`config.mk`:
```
export PLATFORM = sky130hd
export DESIGN_NAME = ntm_matrix_adder_feeder
export DESIGN_NICKNAME = d
export VERILOG_FILES = /design/src/rtl/ntm_matrix_adder_pkg.sv /design/src/rtl/ntm_matrix_adder_buffer.sv /design/src/rtl/ntm_matrix_adder_feeder.sv
export SDC_FILE = /design/constraint.sdc
export NUM_CORES = 1
export LEC_CHECK = 0
export ABC_AREA = 0
export ABC_CLOCK_PERIOD_IN_PS = 2890
export CORE_UTILIZATION = 44
export DETAILED_ROUTE_END_ITERATION = 12
export GPL_ROUTABILITY_DRIVEN = 0
export GPL_TIMING_DRIVEN = 0
export PLACE_DENSITY = 0.6
export SKIP_CTS_REPAIR_TIMING = 1
export SYNTH_ARGS = -nofsm -noshare
export SYNTH_HDL_FRONTEND = slang
export SYNTH_HIERARCHICAL = 1
export SYNTH_SLANG_ARGS = --single-unit
```
`constraint.sdc`:
```
create_clock -name clk -period 2.89 [get_ports clk]
set_input_delay 0.867 -clock clk [delete_from_list [all_inputs] [get_ports clk]]
set_output_delay 0.867 -clock clk [all_outputs]
set_load 0.02 [all_outputs]
```
`src/rtl/ntm_matrix_adder_pkg.sv`:
```
// Shared types for the matrix adder operand feeder: sequencer states and element type.
package ntm_matrix_adder_pkg;

    localparam int DEFAULT_DATA_SIZE = 8;

    typedef logic [DEFAULT_DATA_SIZE-1:0] elem_t;

    typedef enum logic [1:0] {
        IDLE   = 2'd0,
        LOAD   = 2'd1,
        STREAM = 2'd2,
        DONE   = 2'd3
    } state_t;

endpackage

```
`src/rtl/ntm_matrix_adder_buffer.sv`:
```
// Paired A/B operand storage: one synchronous write port, one combinational read port,
// both addressed by (row, column) in row-major layout.
module ntm_matrix_adder_buffer #(
    parameter int DATA_SIZE  = 8,
    parameter int SIZE_I     = 4,
    parameter int SIZE_J     = 4,
    parameter int INDEX_SIZE = 4
) (
    input  logic                  clk,
    input  logic                  we,
    input  logic [INDEX_SIZE-1:0] wr_i,
    input  logic [INDEX_SIZE-1:0] wr_j,
    input  logic [DATA_SIZE-1:0]  wr_a,
    input  logic [DATA_SIZE-1:0]  wr_b,
    input  logic [INDEX_SIZE-1:0] rd_i,
    input  logic [INDEX_SIZE-1:0] rd_j,
    output logic [DATA_SIZE-1:0]  rd_a,
    output logic [DATA_SIZE-1:0]  rd_b
);

    localparam int DEPTH  = SIZE_I * SIZE_J;
    localparam int ADDR_W = (DEPTH > 1) ? $clog2(DEPTH) : 1;

    logic [DATA_SIZE-1:0] mem_a [DEPTH];
    logic [DATA_SIZE-1:0] mem_b [DEPTH];
    logic [ADDR_W-1:0]    wr_addr;
    logic [ADDR_W-1:0]    rd_addr;

    function automatic logic [ADDR_W-1:0] flat_addr(input logic [INDEX_SIZE-1:0] row,
                                                     input logic [INDEX_SIZE-1:0] col);
        return ADDR_W'(int'(row) * SIZE_J + int'(col));
    endfunction

    assign wr_addr = flat_addr(wr_i, wr_j);
    assign rd_addr = flat_addr(rd_i, rd_j);

    // Contents are deliberately not reset; every slot is rewritten before it is read.
    always_ff @(posedge clk) begin
        if (we) begin
            mem_a[wr_addr] <= wr_a;
            mem_b[wr_addr] <= wr_b;
        end
    end

    assign rd_a = mem_a[rd_addr];
    assign rd_b = mem_b[rd_addr];

endmodule

```
`src/rtl/ntm_matrix_adder_feeder.sv`:
```
// Operand sequencer for the registered element adder: loads A and B row-major, then
// replays them as tagged (in1, in2) pairs under a valid/ready handshake.
//
// state  | meaning
// IDLE   | waiting for start; counters parked at (0,0)
// LOAD   | load_ready=1; each load_valid writes A/B at (i,j) and advances
// STREAM | out_valid=1; pair (i,j) presented, advances on out_ready
// DONE   | one-cycle done pulse, then back to IDLE
module ntm_matrix_adder_feeder
    import ntm_matrix_adder_pkg::*;
#(
    parameter int DATA_SIZE  = DEFAULT_DATA_SIZE,
    parameter int SIZE_I     = 4,
    parameter int SIZE_J     = 4,
    parameter int INDEX_SIZE = 4
) (
    input  logic                  clk,
    input  logic                  rst,
    input  logic                  start,
    input  logic                  load_valid,
    output logic                  load_ready,
    input  logic [DATA_SIZE-1:0]  load_a,
    input  logic [DATA_SIZE-1:0]  load_b,
    output logic                  out_valid,
    input  logic                  out_ready,
    output logic [DATA_SIZE-1:0]  in1,
    output logic [DATA_SIZE-1:0]  in2,
    output logic [INDEX_SIZE-1:0] out_i,
    output logic [INDEX_SIZE-1:0] out_j,
    output logic                  out_last,
    output logic                  busy,
    output logic                  done
);

    localparam logic [INDEX_SIZE-1:0] LAST_I = INDEX_SIZE'(SIZE_I - 1);
    localparam logic [INDEX_SIZE-1:0] LAST_J = INDEX_SIZE'(SIZE_J - 1);

    state_t                state, state_nxt;
    logic [INDEX_SIZE-1:0] i, j, i_nxt, j_nxt;
    logic                  at_end;
    logic                  adv;
    logic [DATA_SIZE-1:0]  rd_a, rd_b;

    always_ff @(posedge clk) begin
        if (rst) begin
            state <= IDLE;
            i     <= '0;
            j     <= '0;
        end else begin
            state <= state_nxt;
            i     <= i_nxt;
            j     <= j_nxt;
        end
    end

    always_comb begin
        state_nxt = state;
        i_nxt     = i;
        j_nxt     = j;
        adv       = 1'b0;
        at_end    = (i == LAST_I) && (j == LAST_J);
        case (state)
            IDLE: begin
                if (start) begin
                    state_nxt = LOAD;
                    i_nxt     = '0;
                    j_nxt     = '0;
                end
            end
            LOAD: begin
                adv = load_valid;
                if (load_valid && at_end) state_nxt = STREAM;
            end
            STREAM: begin
                adv = out_ready;
                if (out_ready && at_end) state_nxt = DONE;
            end
            DONE:    state_nxt = IDLE;
            default: state_nxt = IDLE;
        endcase
        // Row-major walk; the final element returns the counters to (0,0) for the next phase.
        if (adv) begin
            if (at_end) begin
                i_nxt = '0;
                j_nxt = '0;
            end else if (j == LAST_J) begin
                i_nxt = i + INDEX_SIZE'(1);
                j_nxt = '0;
            end else begin
                j_nxt = j + INDEX_SIZE'(1);
            end
        end
    end

    ntm_matrix_adder_buffer #(
        .DATA_SIZE  (DATA_SIZE),
        .SIZE_I     (SIZE_I),
        .SIZE_J     (SIZE_J),
        .INDEX_SIZE (INDEX_SIZE)
    ) u_buffer (
        .clk  (clk),
        .we   (load_ready && load_valid),
        .wr_i (i),
        .wr_j (j),
        .wr_a (load_a),
        .wr_b (load_b),
        .rd_i (i),
        .rd_j (j),
        .rd_a (rd_a),
        .rd_b (rd_b)
    );

    assign load_ready = (state == LOAD);
    assign out_valid  = (state == STREAM);
    assign busy       = (state != IDLE);
    assign done       = (state == DONE);

    // Pair outputs are forced to zero whenever no pair is being presented.
    assign in1      = out_valid ? rd_a : '0;
    assign in2      = out_valid ? rd_b : '0;
    assign out_i    = out_valid ? i : '0;
    assign out_j    = out_valid ? j : '0;
    assign out_last = out_valid && at_end;

endmodule

```
==> results of run 1 <==
sequential cells by signal, summed over array words and instances (netlist names):
register / cells
u_buffer/mem_b: 128
i: 4
j: 4
state: 2
u_buffer/mem_a: 128
logic make-up (layout without fill, tap and decap cells):
logic type	count (synthesis)	after routing	share of synthesized area (%)
adders and majority gates	8	8	0.917
AOI/OAI and AO/OA	18	18	1.16
and+or+nand+nor	75	75	3.99
muxes	114	114	19.5
buffers and inverters	32	162	1.78
DFF	266	266	72.2
xor gates and xnor gates	2	2	0.424
through the flow:
stage	setup TNS, ns	util, %	setup slack [ns]	power [mW]
after floorplan	0	-	0.262	5.11
after global placement	-219.57	48.5	-1.10	5.51
after detailed placement	-31.30	49.7	-0.951	5.55
after CTS	-26.24	53.0	-1.52	8.66
after global routing	-8.23	55.0	-0.576	9.05
final	-7.25	55.0	-0.536	8.74
cell usage in the layout (no fill, tap or decap), types with 3 or more instances in the layout:
master             n
mux2i_4           13
dfxtp_4            3
buf_6             12
buf_2              3
buf_12            10
edfxtp_1         256
buf_4             23
mux4_1            33
buf_8             10
and2_1            19
clkbuf_1          14
clkbuf_16         30
nand2_1            5
nor2_1             3
clkbuf_2           8
and2_4             4
dfxtp_1            3
a21oi_1            6
mux2i_2            7
buf_16             3
clkinv_1           6
mux4_2            31
nor2_2            16
mux2i_1           30
inv_1              9
clkdlybuf4s50_1   23
nand3_1            7
ha_1               7
dfxtp_2            4
dlymetal6s2s_1     7
layer usage:
metal,up-vias,part of all wire [%]
met3,32,5.0
met4,0,2.3
met5,-,0
met1,2812,42
met2,158,50
li1,2380,-
worst max path at each step:
stage / start / to / slack, ns / cells after the start
final: i[0] / in2[5] / -0.54 / 8
after CTS: j[1] / in2[5] / -1.52 / 7
after detailed placement: j[1] / in2[5] / -0.95 / 7
after global routing: j[0] / in2[4] / -0.58 / 7
after floorplan: load_valid / u_buffer/mem_a[0][0] / 0.26 / 3
after global placement: load_valid / u_buffer/mem_b[0][1] / -1.10 / 4
layout make-up:
cell class	instances	area, um^2
Fill cell	1871	11000
Sequential cell	266	7900
Multi-Input combinational cell	217	3040
Timing Repair Buffer	82	903
Clock buffer	39	721
Tap cell	324	405
Buffer	23	300
Clock inverter	9	62.6
Inverter	9	33.8
worst register-to-register path: stages (launching register included):
cell	delay [ns]
dfxtp_1	0.34
inv_1	0.08
ha_1	0.23
and2_1	0.25
or3b_2	0.55
nor2_2	0.53
buf_8	0.24
where the power goes:
group	switching [mW]	internal [mW]	leakage [nW]
clock	1.30	1.80	0.378
sequential	0.0292	4.29	2.39
combinational	0.682	0.632	1.74
==> impl_results.md, run 1 <==
* Most frequent cell after synthesis: edfxtp_1
* Setup slack on the worst flop-to-flop path at 0.37 ns
* Number of nets at the end of the flow at roughly 660
* Core ar. at roughly 24,000 um^2
* Stage delay of the slowest cell on the critical path at 0.43 ns
* Time the worst path needs with I/O delays and setup at about 3.4 ns
* Maximum number of pins on one net before global-route repair at 17
* Share of flip-flops with an asynchronous set or reset at 0%
* Count of port buffers added during placement at 48
* Critical path startpoint category: flip-flop
* Type of the setup path with the least slack: reg2out
* Pwr/cell area at 654 nW/um^2
* Static Leakage at 4.50 nW
* Total standard cell area after synthesis at 10,900 um^2
* CTS H-tree lvls at 1
* Post-CTS clock slew at the launch and capture registers of the worst setup and hold paths at 0.06 ns
* Final instance area at approximately 13,000 um^2
* Failing checks: setup timing
* Number of failing hold endpoints at the final stage at 0
* Dominant synthesized flop cell: edfxtp_1
* Kind of cell adding the most delay to the critical path: buffers and inverters
* Arr. time, crit path at 2.56 ns
* Worst-Skew Late Latency at 0.52 ns
* Crit path cell chain: ha_4 -> xnor3_2 -> buf_12 -> buf_16 -> mux2i_4 -> mux2i_2 -> and2_1 -> buf_4
* Flops & latches, synth at 266
* Number of instances in the synthesized netlist at between 500 and 600
* Critical path buffer and inverter count at 3
* Chip height at 160 um
* Via count of the first global-routing pass at 5,398
* Layer with the highest usage after global routing: met2
* Highest clock frequency the design can meet at 292 MHz
* Path category of the worst min-delay check: reg2reg
* Crit path required time at 2.02 ns
* Initial core utilization at 44.9%
* Start of the worst register-to-register path: state[1]
* Endpoint, Worst Hold: state[0]
* Number of standard-cell rows in the floorplan at 57
* Clock buffers created by TritonCTS at 27
* Post-synthesis net count at 544
* Overall via count from detail_route at approximately 5,400
* HPWL Detailed at 14,800 um
* Drt first pass iters at 4
* Actual transition at the worst max-transition pin at 0.631 ns
* Worst ir drop on vdd at 0.000417 V
* Max cap viols at 0
* Number of synthesized flops with an enable pin at 256
* Mean Syn Cell Area at 21.2 um^2
* Cell depth of the worst min-delay path at 1
* Worst reg2reg endpoint: u_buffer/mem_a[8][6]
* Critical Path Slowest Stage Cell: xnor3_2
* Antenna violations before repair at 0
* Leading cell types by total area after synthesis: edfxtp_1 (70%), mux4_1 (12%), mux2i_1 (4.6%), mux4_2 (2.9%), dfxtp_1 (1.8%)
* Synth area leader: edfxtp_1
* Global-route usage over all layers at 17.7%
* Maximum number of buffers from clock root to sink at 3
* Part of the Yosys area used for sequential elements at 72.2%
* Total detailed-routing wirelength at 22,900 um
* CTS tree: yes
* Wire length per cell after detailed routing at 23.7 um
* Worst rel slew slack at 57.9%
* Total I/O pin count at 50
* Full die area at between 20,000 and 30,000 um^2
* Overflow after GRT at 0
* Number of DRC violations after detailed-routing iteration 0 at 374
* Number of cells on the worst reg-to-reg path at 6
* Count of final max-slew check failures at 0
* Count of endpoints failing setup in the final report at 16
* Endpoint class of the critical path: output port
* Final worst clock skew at 0.00974 ns
* Global-route track usage on met1 at 23.1%
* Inst Count DP at 903
* Most numerous cell types in the synthesized netlist: edfxtp_1 (256), mux2i_1 (50), mux4_1 (50)
* DRC violations left at 0
* Layout overhead on the synthesized area at 22.4%
* Result of the run: complete, but fails checks
* Share of cells above drive strength 1 at 29.8%
* Area share of the largest cell type after synthesis at 70.4%
* Number of standard cells in the layout, taps in and fillers out at roughly 970
* Period utilization at 119%
* Clock tree sinks at between 200 and 300
* Count of distinct cell types in the synthesized netlist at between 40 and 50
* Via density per instance at 5.55
* Number of warnings printed during yosys synthesis at 6
* Ant. Diodes at 0
* Worst-case setup margin in the final layout at -0.536 ns
* Area of placed instances at roughly 12,000 um^2
* Met2 usage at 30.5%
* Hold_ws at 0.506 ns
* Cell at the root of the clock tree: clkbuf_16
* Residual antenna-violating net count after detailed routing at 0
* Die outline width at 160 um
* Unrepaired setup endpoints after global routing: true
* Origin of the worst min-delay path: state[0]
* Worst-path maximum fanout at 7
* Wire length of the first global-routing pass at about 33,000 um
* GR Util met3 at under 10%
No activity file was read; power rests on OpenSTA's default activity.
==> inputs of run 2 (changes only) <==
--- a/config.mk
+++ b/config.mk
@@ -8,6 +8,7 @@
 export ABC_AREA = 0
 export ABC_CLOCK_PERIOD_IN_PS = 2890
 export CORE_UTILIZATION = 44
+export CTS_CLUSTER_DIAMETER = 80
 export DETAILED_ROUTE_END_ITERATION = 12
 export GPL_ROUTABILITY_DRIVEN = 0
 export GPL_TIMING_DRIVEN = 0
==> results of run 2 <==
Final layout, timing and power as in run 1 (identical DEF).
==> inputs of run 3 (changes only) <==
--- a/config.mk
+++ b/config.mk
@@ -8,6 +8,7 @@
 export ABC_AREA = 0
 export ABC_CLOCK_PERIOD_IN_PS = 2890
 export CORE_UTILIZATION = 44
+export CTS_BUF_LIST = sky130_fd_sc_hd__clkbuf_16
 export CTS_CLUSTER_DIAMETER = 80
 export DETAILED_ROUTE_END_ITERATION = 12
 export GPL_ROUTABILITY_DRIVEN = 0
==> impl_results.md, run 3 (synthesized netlist as in run 1, its figures left out) <==
* Clock buffers created by TritonCTS at 27 (unchanged)
* CTS H-tree lvls at 1 (unchanged)
* Switching power summed over all nets at 2.02 mW (+0.20%)
* Max cap viols at 0 (unchanged)
* Initial core utilization at 44.9% (unchanged)
* Number of cells on the worst reg-to-reg path at 6 (unchanged)
* Drt first pass iters at 4 (unchanged)
* Critical path startpoint category: flip-flop
* Path category of the worst min-delay check: reg2reg
* Crit path cell chain: ha_4 -> xnor3_2 -> buf_12 -> buf_16 -> mux2i_4 -> mux2i_2 -> and2_1 -> buf_4
* Number of nets at the end of the flow at 655 (unchanged)
* Number of DRC violations after detailed-routing iteration 0 at 367 (-1.9%)
* Final instance area at 13,400 um^2 (unchanged)
* Period utilization at 119% (about the same)
* Count of endpoints failing setup in the final report at 16 (unchanged)
* Critical Path Slowest Stage Cell: xnor3_2
* Wire length of the first global-routing pass at 32,900 um (about the same)
* Number of filler instances in the final layout at 1,871 (unchanged)
* Via density per instance at 5.56 (about the same)
* Share of power burned in combinational logic at 15.1% (about the same)
* Antenna violations before repair at 0 (unchanged)
* Int Power at 6.68 mW (-0.64%)
* Final worst clock skew at 0.00954 ns (-0.000202 ns)
* Cell depth of the worst min-delay path at 1 (unchanged)
* Total Power at 8.70 mW (-0.45%)
* Stage delay of the slowest cell on the critical path at 0.43 ns (about the same)
* Time the worst path needs with I/O delays and setup at 3.43 ns (+0.0000560 ns)
* Worst-path maximum fanout at 7 (unchanged)
* Worst reg2reg endpoint: u_buffer/mem_a[8][6]
* Post-CTS clock slew at the launch and capture registers of the worst setup and hold paths at 0.06 ns (about the same)
* Static Leakage at 4.55 nW (+1.1%)
* Full die area at 25,400 um^2 (unchanged)
* Wire length per cell after detailed routing at 23.7 um (about the same)
* Failing checks: setup timing
* Unrepaired setup endpoints after global routing: true
* Overall via count from detail_route at 5,383 (+0.019%)
* Endpoint, Worst Hold: state[0]
* Total detailed-routing wirelength at 22,900 um (about the same)
* Arr. time, crit path at 2.56 ns (about the same)
* Maximum number of pins on one net before global-route repair at 17 (unchanged)
* Share of cells above drive strength 1 at 29.8% (unchanged)
* Worst rel slew slack at 57.5% (-0.39 points)
* Cell at the root of the clock tree: clkbuf_16
* Count of final max-slew check failures at 0 (unchanged)
* Chip height at 160 um (unchanged)
* CTS tree: yes
* Setup slack on the worst flop-to-flop path at 0.37 ns (about the same)
* Overflow after GRT at 0 (unchanged)
* Type of the setup path with the least slack: reg2out
* Critical path buffer and inverter count at 3 (unchanged)
* Pwr/cell area at 651 nW/um^2 (-0.45%)
* DRC violations left at 0 (unchanged)
* Layout overhead on the synthesized area at 22.4% (unchanged)
* Global-route usage over all layers at 17.7% (unchanged)
* Switching part of the total at 23.2% (+0.15 points)
* Highest clock frequency the design can meet at 292 MHz (about the same)
* Worst-case setup margin in the final layout at -0.536 ns (-0.0000560 ns)
* Crit path required time at 2.02 ns (about the same)
* Worst-Skew Late Latency at 0.52 ns (about the same)
* Die outline width at 160 um (unchanged)
* Endpoint class of the critical path: output port
* Maximum number of buffers from clock root to sink at 3 (unchanged)
* Number of standard-cell rows in the floorplan at 57 (unchanged)
* Via count of the first global-routing pass at 5,401 (+0.056%)
* Origin of the worst min-delay path: state[0]
* Core ar. at 24,300 um^2 (unchanged)
* Final Core Density at 55.0% (unchanged)
* Result of the run: complete, but fails checks
* Part of the total power dissipated in sequential elements at 49.6% (+0.2 points)
* Largest regs: u_buffer/mem_a (128), u_buffer/mem_b (128)
* Share of power burned in the clock network at 35.3% (-0.2 points)
* Ant. Diodes at 0 (unchanged)
* HPWL Detailed at 14,800 um (unchanged)
* Post-place setup slack at -0.951 ns (unchanged)
* Clock tree sinks at 266 (unchanged)
* Actual transition at the worst max-transition pin at 0.637 ns (+0.00589 ns)
* Most common cell after layout, fill and taps aside: edfxtp_1
* Most frequent cells in the layout: edfxtp_1 (256), mux4_1 (33), mux4_2 (31)
* Number of failing hold endpoints at the final stage at 0 (unchanged)
* Count of port buffers added during placement at 48 (unchanged)
* Kind of cell adding the most delay to the critical path: buffers and inverters
* Start of the worst register-to-register path: state[1]
* Worst ir drop on vdd at 0.000417 V (+0.11%)
* Total I/O pin count at 50 (unchanged)
* Area of placed instances at 12,100 um^2 (unchanged)
* Residual antenna-violating net count after detailed routing at 0 (unchanged)
==> run 3: cell count changes in the layout (fill, tap and decap cells not counted) <==
cell,previous run,this run
clkbuf_1,14,2
inv_1,9,21
==> run 3: how the worst max path moves through the flow <==
stage,cells after the start,start,slack (ns),end
6_report,8,i[0],-0.54,in2[5]
5_1_grt,7,j[0],-0.58,in2[4]
4_1_cts,7,j[1],-1.52,in2[5]
3_5_place_dp,7,j[1],-0.95,in2[5]
3_3_place_gp,4,load_valid,-1.10,u_buffer/mem_b[0][1]
2_1_floorplan,3,load_valid,0.26,u_buffer/mem_a[0][0]
==> run 3: cell type report <==
type	count	area [um^2]	area share (%)
Sequential cell	266	7900	59.1
Multi-Input combinational cell	217	3040	22.7
Timing Repair Buffer	82	903	6.76
Clock buffer	27	676	5.05
Tap cell	324	405	3.03
Buffer	23	300	2.25
Clock inverter	21	108	0.805
Inverter	9	33.8	0.253
==> run 3: metal layers <==
layer	GRT usage, %	part of all wire [%]	wire [um]	up-vias
li1	-	-	-	2379
met3	2.89	4.7	1080	32
met5	0	0	0	-
met4	4.98	2.3	528	0
met2	30.5	50	11500	154
met1	23.1	43	9780	2818
==> run 3: per-stage QoR <==
step	cells	setup TNS, ns	hold WS (ns)
after detailed placement	903	-31.30	0.520
after global routing	969	-8.23	0.530
after floorplan	515	0	0.468
after CTS	951	-26.24	0.528
final	969	-7.24	0.505
after global placement	887	-219.57	0.481
==> run 3: power groups by stage <==
stage / combinational [mW] / sequential (mW) / clock, mW
6_report: 1.31 / 4.32 / 3.07
5_1_grt: 1.40 / 4.32 / 3.29
4_1_cts: 1.16 / 4.32 / 3.14
3_5_place_dp: 1.16 / 4.40 / 0
3_3_place_gp: 1.12 / 4.39 / 0
2_1_floorplan: 0.722 / 4.39 / 0
